==> src/rtl/mem_wb_pkg.sv <==
// mem_wb_pkg
// Shared types and constants for the MEM/WB pipeline register.
//   - WB control bit positions (RegWrite, MemToReg)
//   - default-width payload struct
//   - occupancy state encoding, where bit 0 = main valid and bit 1 = skid valid
package mem_wb_pkg;

  localparam int DATA_W_DEF     = 32;
  localparam int REG_ADDR_W_DEF = 5;
  localparam int WB_CTRL_W_DEF  = 2;

  localparam int WB_REGWRITE_BIT = 0;
  localparam int WB_MEMTOREG_BIT = 1;

  typedef struct packed {
    logic [DATA_W_DEF-1:0]     alu_result;
    logic [DATA_W_DEF-1:0]     read_data;
    logic [REG_ADDR_W_DEF-1:0] write_reg;
    logic [WB_CTRL_W_DEF-1:0]  wb_ctrl;
  } mem_wb_payload_t;

  // Encoding is {skid_v, main_v}, so each bit is directly a valid flag.
  typedef enum logic [1:0] {
    EMPTY = 2'b00,
    ONE   = 2'b01,
    FULL  = 2'b11
  } mem_wb_state_e;

endpackage

==> src/rtl/mem_wb_sat_cnt.sv <==
// mem_wb_sat_cnt
// Saturating up-counter that sticks at all-ones.
// Ports:
//   clk    - rising-edge clock
//   rst_n  - asynchronous active-low reset; clears the count
//   inc_i  - increment enable for this cycle
//   cnt_o  - current count
module mem_wb_sat_cnt #(
  parameter int W = 16
) (
  input  logic         clk,
  input  logic         rst_n,
  input  logic         inc_i,
  output logic [W-1:0] cnt_o
);

  logic [W-1:0] cnt_q;

  always_ff @(posedge clk or negedge rst_n) begin
    if (!rst_n) begin
      cnt_q <= '0;
    end else if (inc_i && (cnt_q != '1)) begin
      cnt_q <= cnt_q + W'(1);
    end
  end

  assign cnt_o = cnt_q;

endmodule

==> src/rtl/mem_wb_pipe_reg.sv <==
// mem_wb_pipe_reg
// MEM/WB pipeline register with a valid/ready handshake and a 2-entry skid
// buffer. The main entry drives the outputs; the skid entry absorbs one beat
// when WB stalls, so in_ready is a pure register (no path from out_ready).
// Ports:
//   clk, rst_n             - clock, asynchronous active-low reset
//   flush                  - synchronous kill of both entries (highest priority)
//   in_valid / in_ready    - MEM-side handshake (in_ready registered)
//   *_in                   - MEM payload: ALU result, load data, dest reg, WB ctrl
//   out_valid / out_ready  - WB-side handshake
//   *_out                  - registered payload from the main entry
//   fwd_valid/reg/data     - write-back-qualified forwarding tap (main entry only)
// Optional build macro MEM_WB_PERF_EN adds stall_cnt and bubble_cnt (CNT_W wide).
//
// state | meaning
// EMPTY | no beat held, outputs invalid
// ONE   | main entry holds a beat, skid empty
// FULL  | main and skid both hold beats, in_ready low
module mem_wb_pipe_reg
  import mem_wb_pkg::*;
#(
  parameter int DATA_W     = 32,
  parameter int REG_ADDR_W = 5,
  parameter int WB_CTRL_W  = 2
`ifdef MEM_WB_PERF_EN
  ,
  parameter int CNT_W      = 16
`endif
) (
  input  logic                  clk,
  input  logic                  rst_n,
  input  logic                  flush,
  input  logic                  in_valid,
  output logic                  in_ready,
  input  logic [DATA_W-1:0]     alu_result_in,
  input  logic [DATA_W-1:0]     read_data_in,
  input  logic [REG_ADDR_W-1:0] write_reg_in,
  input  logic [WB_CTRL_W-1:0]  wb_ctrl_in,
  output logic                  out_valid,
  input  logic                  out_ready,
  output logic [DATA_W-1:0]     alu_result_out,
  output logic [DATA_W-1:0]     read_data_out,
  output logic [REG_ADDR_W-1:0] write_reg_out,
  output logic [WB_CTRL_W-1:0]  wb_ctrl_out,
  output logic                  fwd_valid,
  output logic [REG_ADDR_W-1:0] fwd_reg,
  output logic [DATA_W-1:0]     fwd_data
`ifdef MEM_WB_PERF_EN
  ,
  output logic [CNT_W-1:0]      stall_cnt,
  output logic [CNT_W-1:0]      bubble_cnt
`endif
);

  localparam int PW = 2*DATA_W + REG_ADDR_W + WB_CTRL_W;

  mem_wb_state_e state_q;
  logic [PW-1:0] main_q;
  logic [PW-1:0] skid_q;
  logic          in_ready_q;

  logic [PW-1:0] in_pay;
  logic          accept;
  logic          drain;

  assign in_pay = {alu_result_in, read_data_in, write_reg_in, wb_ctrl_in};
  assign accept = in_valid & in_ready_q;
  assign drain  = state_q[0] & out_ready;

  always_ff @(posedge clk or negedge rst_n) begin
    if (!rst_n) begin
      state_q    <= EMPTY;
      main_q     <= '0;
      skid_q     <= '0;
      in_ready_q <= 1'b1;
    end else if (flush) begin
      // Payload is left in place; only the valid bits are dropped.
      state_q    <= EMPTY;
      in_ready_q <= 1'b1;
    end else begin
      case (state_q)
        EMPTY: begin
          if (accept) begin
            main_q  <= in_pay;
            state_q <= ONE;
          end
        end
        ONE: begin
          case ({drain, accept})
            2'b11: main_q <= in_pay;
            2'b10: state_q <= EMPTY;
            2'b01: begin
              skid_q     <= in_pay;
              state_q    <= FULL;
              in_ready_q <= 1'b0;
            end
            default: ;
          endcase
        end
        FULL: begin
          // in_ready is low here, so only a drain can move the state.
          if (drain) begin
            main_q     <= skid_q;
            state_q    <= ONE;
            in_ready_q <= 1'b1;
          end
        end
        default: begin
          state_q    <= EMPTY;
          in_ready_q <= 1'b1;
        end
      endcase
    end
  end

  assign in_ready  = in_ready_q;
  assign out_valid = state_q[0];
  assign {alu_result_out, read_data_out, write_reg_out, wb_ctrl_out} = main_q;

  assign fwd_valid = out_valid & wb_ctrl_out[WB_REGWRITE_BIT] & (write_reg_out != '0);
  assign fwd_reg   = write_reg_out;
  assign fwd_data  = wb_ctrl_out[WB_MEMTOREG_BIT] ? read_data_out : alu_result_out;

`ifdef MEM_WB_PERF_EN
  mem_wb_sat_cnt #(.W(CNT_W)) u_stall_cnt (
    .clk   (clk),
    .rst_n (rst_n),
    .inc_i (out_valid & ~out_ready),
    .cnt_o (stall_cnt)
  );

  mem_wb_sat_cnt #(.W(CNT_W)) u_bubble_cnt (
    .clk   (clk),
    .rst_n (rst_n),
    .inc_i (~out_valid),
    .cnt_o (bubble_cnt)
  );
`endif

endmodule

==> config.mk <==
export PLATFORM = sky130hd
export DESIGN_NAME = mem_wb_pipe_reg
export DESIGN_NICKNAME = d
export VERILOG_FILES = /design/src/rtl/mem_wb_pkg.sv /design/src/rtl/mem_wb_sat_cnt.sv /design/src/rtl/mem_wb_pipe_reg.sv
export SDC_FILE = /design/constraint.sdc
export NUM_CORES = 1
export LEC_CHECK = 0
export ABC_AREA = 0
export BUFFER_PORTS_ARGS = -buffer_cell sky130_fd_sc_hd__buf_2
export CORE_MARGIN = 2
export CORE_UTILIZATION = 35
export DETAILED_ROUTE_END_ITERATION = 8
export SLEW_MARGIN = 10
export SYNTH_ARGS = -nofsm -noshare
export SYNTH_HDL_FRONTEND = slang
export SYNTH_SLANG_ARGS = --single-unit
==> constraint.sdc <==
create_clock -name clk -period 2.7 [get_ports clk]
set_clock_uncertainty 0.1 [all_clocks]
set_input_delay 0.81 -clock clk [delete_from_list [all_inputs] [get_ports clk]]
set_output_delay 0.81 -clock clk [all_outputs]
set_load 0.05 [all_outputs]
Word level (Yosys, flattened, before mapping)
Cells that the tools add are included.

operators by class
  eq/ne operators = 13
  muxes and demuxes = 14
  bitwise gates (word level) = 5
  reduce and logical (&&, ||, !) cells = 7

operator list
  kind                count
  $mux 71             3
  $pmux 71 s3         1
  $mux 32             1
  $ne 3x3->1 const B  3
  $reduce_and 3->1    3
  $eq 2x2->1 const B  3
  $mux 2              3
  $ne 2x2->1 const B  3
  $pmux 2 s3          1
  $reduce_and 5->1    1
  $reduce_bool 5->1   1
  $and 1x1->1         4
  $eq 2x1->1 const B  2
  $ne 4x3->1 const B  1
  $pmux 2 s2          1
  $mux 1              3
  $pmux 1 s3          1
  $reduce_bool 3->1   1
  $logic_not 2->1     1
  $ne 2x1->1 const B  1
  $not 1->1           1

word-level totals
  flip-flop bits (word level) = 145
  input port bits = 76
  output and inout bits = 111
  logic and storage cells = 43

Logic depth before layout (Yosys ltp)
Gate-level depths: netlist (run 1).

  word-level depth = 5
  mapped depth = 8
  depth with buffers taken out = 6

Worst setup path before layout (run 1)
Ideal clock, no wire load.

  path type = flip-flop to output port
  from = reg main_q[1]
  to = out fwd_data[10]
  data arrival time = 1.716 ns
  slack = 0.074 ns
  cell stages (with the launch flop) = 4
  path buffers = 2
  cells stage by stage = dfrtp_1 > clkbuf_1 > clkbuf_1 > mux2_2

on the way
  word-level cells in the longest chain between the ends = 1

ends and longest elaborated chain
  element                 line                    text
  from (decl)             mem_wb_pipe_reg.sv:58   logic [PW-1:0] main_q;
  from (signal assigned)  mem_wb_pipe_reg.sv:84   main_q <= in_pay;
  from (signal assigned)  mem_wb_pipe_reg.sv:90   2'b11: main_q <= in_pay;
  from (signal assigned)  mem_wb_pipe_reg.sv:103  main_q <= skid_q;
  $mux 32                 mem_wb_pipe_reg.sv:122  assign fwd_data = wb_ctrl_out[WB_MEMTOREG_BIT] ? read_data_out : alu_result_out;
  to (decl)               mem_wb_pipe_reg.sv:47   output logic [DATA_W-1:0] fwd_data

Every way passes these cells.

Worst setup path after layout (run 1)
  from = reg main_q[3]
  to = out fwd_valid

on the way
  word-level cells in the longest chain between the ends = 2

ends and longest elaborated chain
  element            line                    text
  $reduce_bool 5->1  mem_wb_pipe_reg.sv:120  assign fwd_valid = out_valid & wb_ctrl_out[WB_REGWRITE_BIT] & (write_reg_out != '0);
  $and 1x1->1        mem_wb_pipe_reg.sv:120
  to (decl)          mem_wb_pipe_reg.sv:45   output logic fwd_valid,

Every way passes these cells.

==> metrics.csv, run 1 <==
metric,value,unit
synthesized area per cell,12.3,um2
final WL,15.4,mm
Slew HR,54.0,%
# DRC,0,
"Reg clk slew, reported paths",0.07,ns
Final TNS setup,0,ns
XOR/XNOR Fraction of Synth Area,0,%
fin. max-slew vios,0,
die span in x,141,um
largest net degree at the start of global routing,79,
RD Place Congestion,0.793,
WP data arrival,1.70,ns
GR Util All Layers,15.9,%
grt peak-use layer,met2,
max-cap violations,0,
count of state elements after synthesis,145,
r2r worst-path depth,7,
most frequent cells in the layout,"185 x buf_2, 143 x dfrtp_1, 103 x mux2_2",
port bufs,186,
Synth area leaders,"dfrtp_1 55%, mux2_2 18%, mux2i_1 11%",
clock tree buffer depth,2,
# rows,50,
critical path class,reg2out,
Hold WC Path Type,in2async,
max incr delay on CP,0.40,ns
adder-cell share of the synthesized area,0.950,%
GR Util met1,19.2,%
remaining global-route overflow,0,
met3 Use GR,4.69,%
crit path cell chain,or3_1 > o311a_1 > buf_2,
Sink Count,145,
Initial Util,35.4,%
CTS buffer count,17,
# IOs,187,
TritonCTS clock tree,built,
share of cells above drive strength 1,46.8,%
routing usage on met2,26.6,%
status,completed,
largest area contributor in the netlist,dfrtp_1,
antenna violations before repair,1,
number of H-tree levels,4,
vias in the first global route,4710,
final count of hold timing violations,0,
slowest cell on the critical path,dfrtp_1,
fmax,383,MHz
drt wl/cell,16.1,um
vias per inst,4.92,
"most common cell after layout, fill and taps aside",buf_2,
Post-Syn Nets,615,
post-synth cell types,26,
Tightest Pin Transition,0.684,ns
hpwl dp,10.3,mm
initial drt markers,238,
antenna-violating nets left,0,
crit path max fanout,4,
fin nets,792,
Yosys warning total,0,
synthesized area,6580,um2
Period minus WS final,2.61,ns
core area,18600,um2
"Setup violations, final",0,
root buf cell,clkbuf_16,
Worst Setup End Kind,output pin,
RSZ-0062 raised after global routing,false,
post-route cell area,8390,um2
area post-placement,7820,um2
DIE AREA,19900,um2
Vias,4721,
main combinational cell family by area after synthesis,multiplexers,
die height,141,um
post_cts resized,0,
period utilisation layout,96.6,%
proportion of synthesized area in mux cells,28.6,%
startpoint types,flop,
Pre-antenna DRT Iters,4,
Compound-Gate Fraction of Synth Area,7.22,%
Post-Syn Instances,534,
first-pass GRT wire length,24.6,mm
Synth top area share,54.7,%
area grow syn2layout,27.5,%
worst skew pair latency,0.42,ns
worst path required time,1.79,ns
sequential fraction of the synthesis area,55.1,%
Synth Area in Simple Gates,5.02,%
## stage by stage
stage	std cells	util (%)	hold WS, ns	setup WS [ns]
after floorplan	534	-	0.380	0.0743
after global placement	925	42.1	0.389	0.200
after detailed placement	925	42.1	0.395	0.160
after CTS	958	45.2	0.210	0.0552
after global routing	958	45.2	0.227	0.0205
final	959	45.2	0.206	0.0909
## synthesized netlist by cell type
master and instances:
a2111o_1 1, a2111oi_4 1, a21boi_0 4, a21oi_1 71
a2bb2oi_1 1, a41o_1 1, and2_1 1, and4_1 1
buf_2 16, buf_4 6, clkbuf_1 18, dfrtp_1 144
dfstp_2 1, ha_1 5, inv_1 3, mux2_2 103
mux2i_1 72, nand2_1 3, nand3_1 1, nand4_1 1
nor2_1 73, o211ai_1 1, o311a_1 1, o31ai_1 2
or2_2 1, or3_1 2
## flip-flops by register name, indices dropped and copies added, names as in the netlist
| name | flops |
|---|---|
| in_ready | 1 |
| main_q | 71 |
| skid_q | 71 |
| state_q | 2 |
## logic make-up after synthesis
group                      count (synthesis)
muxes                                    175
DFF                                      145
AOI/OAI and AO/OA                         83
and+or+nand+nor                           83
buffers and inverters                     43
adders and majority gates                  5
## worst paths after layout
path | from | endpoint | slack, ns
min in group clk | skid_q[42]$_DFFE_PN0P_ | skid_q[42]$_DFFE_PN0P_ | 0.41
max in group asynchronous | rst_n | in_ready$_DFFE_PN1P_ | 1.61
setup / recovery | main_q[3]$_DFFE_PN0P_ | fwd_valid | 0.09
hold reg to reg | skid_q[42]$_DFFE_PN0P_ | skid_q[42]$_DFFE_PN0P_ | 0.41
hold / removal | rst_n | skid_q[44]$_DFFE_PN0P_ | 0.21
setup reg to reg | state_q[0]$_DFFE_PN0P_ | main_q[61]$_DFFE_PN0P_ | 0.44
## final cells by class
cell class                 count  area, um2
tap                          234        293
clock buffer                  17        425
antenna                        1       2.50
multi-input combinational    346       2760
clock inverter                15        139
fill                        1760      10200
sequential                   145       3630
timing repair buffer         198       1130
inverter                       3       11.3
## repair_timing
action                     CTS  global route
setup endpoints to repair    1             0
hold buffers                 0             0
setup buffers                1             0
## worst max-delay path: cells and delay by family (launching register included)
| family | cells | cell delay [ns] |
|---|---|---|
| compound gates | 1 | 0.29 |
| flops | 1 | 0.40 |
| buf+inv | 1 | 0.21 |
| simple gates | 1 | 0.38 |
## metal layers
metal,wire length (um),vias to the layer above
met4,260,0
li1,-,2237
met5,0,-
met2,7720,130
met3,840,19
met1,6610,2335
Power of run 1 is left out: the tool's default activity adds up to more than one toggle a clock period on the data nets, which glitch-free logic cannot reach.
==> run 2: changes to the inputs <==
--- a/config.mk
+++ b/config.mk
@@ -8,3 +8,2 @@
 export ABC_AREA = 0
-export BUFFER_PORTS_ARGS = -buffer_cell sky130_fd_sc_hd__buf_2
 export CORE_MARGIN = 2
@@ -12,2 +11,3 @@
 export DETAILED_ROUTE_END_ITERATION = 8
+export DONT_BUFFER_PORTS = 1
 export SLEW_MARGIN = 10
==> constraint.sdc (replaced) <==
create_clock -name clk -period 2.7 [get_ports clk]
set_clock_uncertainty 0.1 [all_clocks]
set_input_delay 0 -clock clk [delete_from_list [all_inputs] [get_ports clk]]
set_output_delay 0 -clock clk [all_outputs]
set_load 0.05 [all_outputs]
==> metrics.csv, run 2 (synthesis gave the netlist of run 1 again) <==
metric,value,unit
status,finished with violations,
failing checks,negative hold slack,
max-cap violations,0,
TritonCTS clock tree,built,
fin nets,682,
worst skew pair latency,0.41,ns
Inserted Diodes,0,
Vias,4350,
Tightest Pin Transition,0.924,ns
DIE AREA,19900,um2
RSZ-0062 raised after global routing,false,
top cell family by delay on the critical path,buffers and inverters,
antenna-violating nets left,0,
Sink Count,145,
clock tree buffer depth,2,
Crit. Startpoint,state_q[0]$_DFFE_PN0P_,
initial drt markers,216,
Hold WC Path Type,in2async,
# IOs,187,
fin. max-slew vios,0,
final WL,15.0,mm
root buf cell,clkbuf_16,
GR Util All Layers,15.5,%
crit path max fanout,10,
"Reg clk slew, reported paths",0.06,ns
largest net degree at the start of global routing,146,
drt wl/cell,17.7,um
max incr delay on CP,0.58,ns
remaining global-route overflow,0,
Largest regs,"main_q (71), skid_q (71), state_q (2)",
worst setup path end,state_q[0]$_DFFE_PN0P_,
number of H-tree levels,4,
Slew HR,38.4,%
"Setup violations, final",0,
port bufs,0,
most frequent cells in the layout,"143 x dfrtp_1, 103 x mux2_2, 75 x dlygate4sd3_1",
Pre-antenna DRT Iters,5,
Setup WS pre-CTS,0.372,ns
Initial Util,35.4,%
final count of hold timing violations,146,
Final TNS setup,0,ns
r2r worst-path depth,7,
RD Place Congestion,0.787,
share of cells above drive strength 1,25.2,%
area grow syn2layout,24.8,%
core area,18600,um2
vias in the first global route,4655,
# rows,50,
crit path cell chain,buf_4 > ha_4 > a21boi_1 > a41o_1 > nor2_1 > o31ai_1 > dlygate4sd3_1,
first-pass GRT wire length,24.2,mm
Post-CTS Setup Repair Bufs,0,
Period minus WS final,2.50,ns
RR Endpoint,state_q[0]$_DFFE_PN0P_,
die span in x,141,um
PnR worst setup slack,0.196,ns
R2R setup slack,0.20,ns
hold_ws,-0.822,ns
Worst Setup End Kind,flop,
hpwl dp,9.40,mm
die height,141,um
vias per inst,5.13,
fmax,399,MHz
period utilisation layout,92.7,%
RR Startpoint,state_q[0]$_DFFE_PN0P_,
worst path required time,2.95,ns
# DRC,0,
"most common cell after layout, fill and taps aside",dfrtp_1,
CTS buffer count,17,
fin util,44.2,%
critical path class,reg2reg,
Worst path depth,7,
WP buf/inv,2,
CTS Hold Buffers Added,75,
startpoint types,flop,
slowest cell on the critical path,dlygate4sd3_1,
antenna violations before repair,0,
WP data arrival,2.76,ns
run 2: changes by cell type in the layout (fill, tap and decap cells not counted), sizes merged:
cell and change:
buf -185, bufinv +2, clkbuf +2, clkinv +2, clkinvlp +1, diode -1
dlygate4sd3 +75, inv -7
run 2: routing by layer:
metal / vias to the layer above / track usage, % / part of all wire (%)
met5: - / 0 / 0
met4: 0 / 6.37 / 2.0
met3: 24 / 4.08 / 4.8
met2: 138 / 26.2 / 50
met1: 2177 / 18.8 / 43
li1: 2011 / - / -
run 2: metrics by stage:
stage	cell area [um2]	instances
3_3_place_gp	6860	741
4_1_cts	8210	848
6_report	8220	848
5_1_grt	8220	848
3_5_place_dp	6860	741
2_1_floorplan	6580	534
run 2: how the worst min path moves through the flow:
stage | from | slack [ns] | cells after the start | to
finish | rst_n | -0.82 | 0 | main_q[12]$_DFFE_PN0P_
CTS | rst_n | -0.85 | 0 | main_q[12]$_DFFE_PN0P_
global placement | rst_n | -0.39 | 0 | main_q[14]$_DFFE_PN0P_
detailed placement | rst_n | -0.39 | 0 | main_q[12]$_DFFE_PN0P_
global route | rst_n | -0.85 | 0 | main_q[49]$_DFFE_PN0P_
floorplan | rst_n | -0.40 | 0 | main_q[0]$_DFFE_PN0P_
run 2: area by class of cell:
class                           count  area, um2
Tap cell                          234        293
Clock buffer                       19        453
Multi-Input combinational cell    346       2770
Timing Repair Buffer               88        911
Sequential cell                   145       3630
Inverter                            3       11.3
Clock inverter                     13        151
Fill cell                        1690      10400
run 2: repair_timing:
action                                 4_1_cts  5_1_grt
endpoints found under the hold margin      290      145
resized for setup                            0        3
setup endpoints to repair                    0        1
Power of run 2 is left out for the same reason.
==> run 3: changes to the inputs <==
==> constraint.sdc (replaced) <==
create_clock -name clk -period 2.7 [get_ports clk]
set_clock_uncertainty 0.1 [all_clocks]
set_input_delay 0.405 -clock clk [delete_from_list [all_inputs] [get_ports clk]]
set_output_delay 0.405 -clock clk [all_outputs]
set_load 0.05 [all_outputs]
==> metrics.csv, run 3 (synthesis gave the netlist of run 1 again) <==
metric,value,unit
fin nets,613,
die span in x,141,um
final WL,14.3,mm
antenna violations before repair,0,
RSZ-0062 raised after global routing,false,
RD Place Congestion,0.783,
hpwl dp,9.32,mm
WP data arrival,2.53,ns
Sink Count,145,
fmax,435,MHz
fin util,40.4,%
# DRC,0,
Pre-antenna DRT Iters,4,
top cell family by delay on the critical path,compound AO/OA/AOI/OAI gates,
WP buf/inv,2,
DIE AREA,19900,um2
worst path required time,2.93,ns
Crit. Startpoint,state_q[0]$_DFFE_PN0P_,
clock tree buffer depth,2,
# IOs,187,
Worst path depth,7,
GR Util All Layers,14.7,%
Period minus WS final,2.30,ns
Vias,4028,
CTS Hold Buffers Added,1,
vias per inst,5.18,
Slew HR,54.8,%
most frequent cells in the layout,"143 x dfrtp_1, 103 x mux2_2, 73 x nor2_1",
antenna-violating nets left,0,
hold_ws,-0.422,ns
"Setup violations, final",0,
GR Util met1,17.4,%
status,finished with violations,
root buf cell,clkbuf_16,
port bufs,0,
drt wl/cell,18.4,um
TritonCTS clock tree,built,
remaining global-route overflow,0,
die height,141,um
post_cts resized,0,
grt peak-use layer,met2,
period utilisation layout,85.1,%
"Reg clk slew, reported paths",0.07,ns
crit path max fanout,78,
core area,18600,um2
R2R setup slack,0.40,ns
Largest regs,"main_q (71), skid_q (71), state_q (2)",
worst setup path end,main_q[63]$_DFFE_PN0P_,
final count of hold timing violations,145,
number of H-tree levels,4,
met3 Use GR,5.06,%
area grow syn2layout,14.1,%
vias in the first global route,4219,
routing usage on met2,24.2,%
Inserted Diodes,0,
initial drt markers,132,
Final TNS setup,0,ns
"most common cell after layout, fill and taps aside",dfrtp_1,
slowest cell on the critical path,a2111oi_4,
first-pass GRT wire length,22.8,mm
# rows,50,
Post-CTS Setup Repair Bufs,0,
startpoint types,flop,
failing checks,negative hold slack,
Tightest Pin Transition,0.672,ns
Hold WC Path Type,in2async,
crit path cell chain,buf_4 > ha_4 > a21boi_0 > a2111oi_4 > buf_12 > nor2_1 > a21oi_1,
fillers,1752,
max-cap violations,0,
worst skew pair latency,0.41,ns
critical path class,reg2reg,
RR Endpoint,main_q[63]$_DFFE_PN0P_,
max incr delay on CP,0.49,ns
fin. max-slew vios,0,
Worst Setup End Kind,flop,
share of cells above drive strength 1,28.9,%
r2r worst-path depth,7,
CTS buffer count,17,
Initial Util,35.4,%
largest net degree at the start of global routing,146,
RR Startpoint,state_q[0]$_DFFE_PN0P_,
-- run 3: worst min path at each step --
stage	startpoint	to	cells past startpoint
after CTS	rst_n	skid_q[12]$_DFFE_PN0P_	0
final	rst_n	skid_q[47]$_DFFE_PN0P_	0
after global placement	rst_n	skid_q[16]$_DFFE_PN0P_	0
after global routing	rst_n	skid_q[47]$_DFFE_PN0P_	0
after detailed placement	rst_n	main_q[14]$_DFFE_PN0P_	0
after floorplan	rst_n	main_q[0]$_DFFE_PN0P_	0
-- run 3: metrics by stage --
step	setup WS (ns)	std cells	hold WS, ns	instance area [um2]
CTS	0.395	778	-0.442	7510
detailed placement	0.416	746	0.0131	6900
finish	0.403	778	-0.422	7510
global route	0.250	778	-0.447	7510
global placement	0.519	746	0.0127	6900
floorplan	0.113	534	0.00941	6580
-- run 3: cell type report --
| class | instances | area (um2) | share of cell area [%] |
|---|---|---|---|
| Sequential cell | 145 | 3630 | 48.4 |
| Multi-Input combinational cell | 346 | 2760 | 36.8 |
| Clock buffer | 19 | 443 | 5.90 |
| Tap cell | 234 | 293 | 3.90 |
| Timing Repair Buffer | 19 | 208 | 2.77 |
| Clock inverter | 12 | 159 | 2.12 |
| Inverter | 3 | 11.3 | 0.150 |
-- run 3: metal layers --
metal | wire length [um] | up-vias
met2 | 7030 | 128
met4 | 327 | 0
li1 | - | 1871
met3 | 989 | 22
met1 | 5990 | 2007
met5 | 0 | -
Power of run 3 is left out for the same reason.
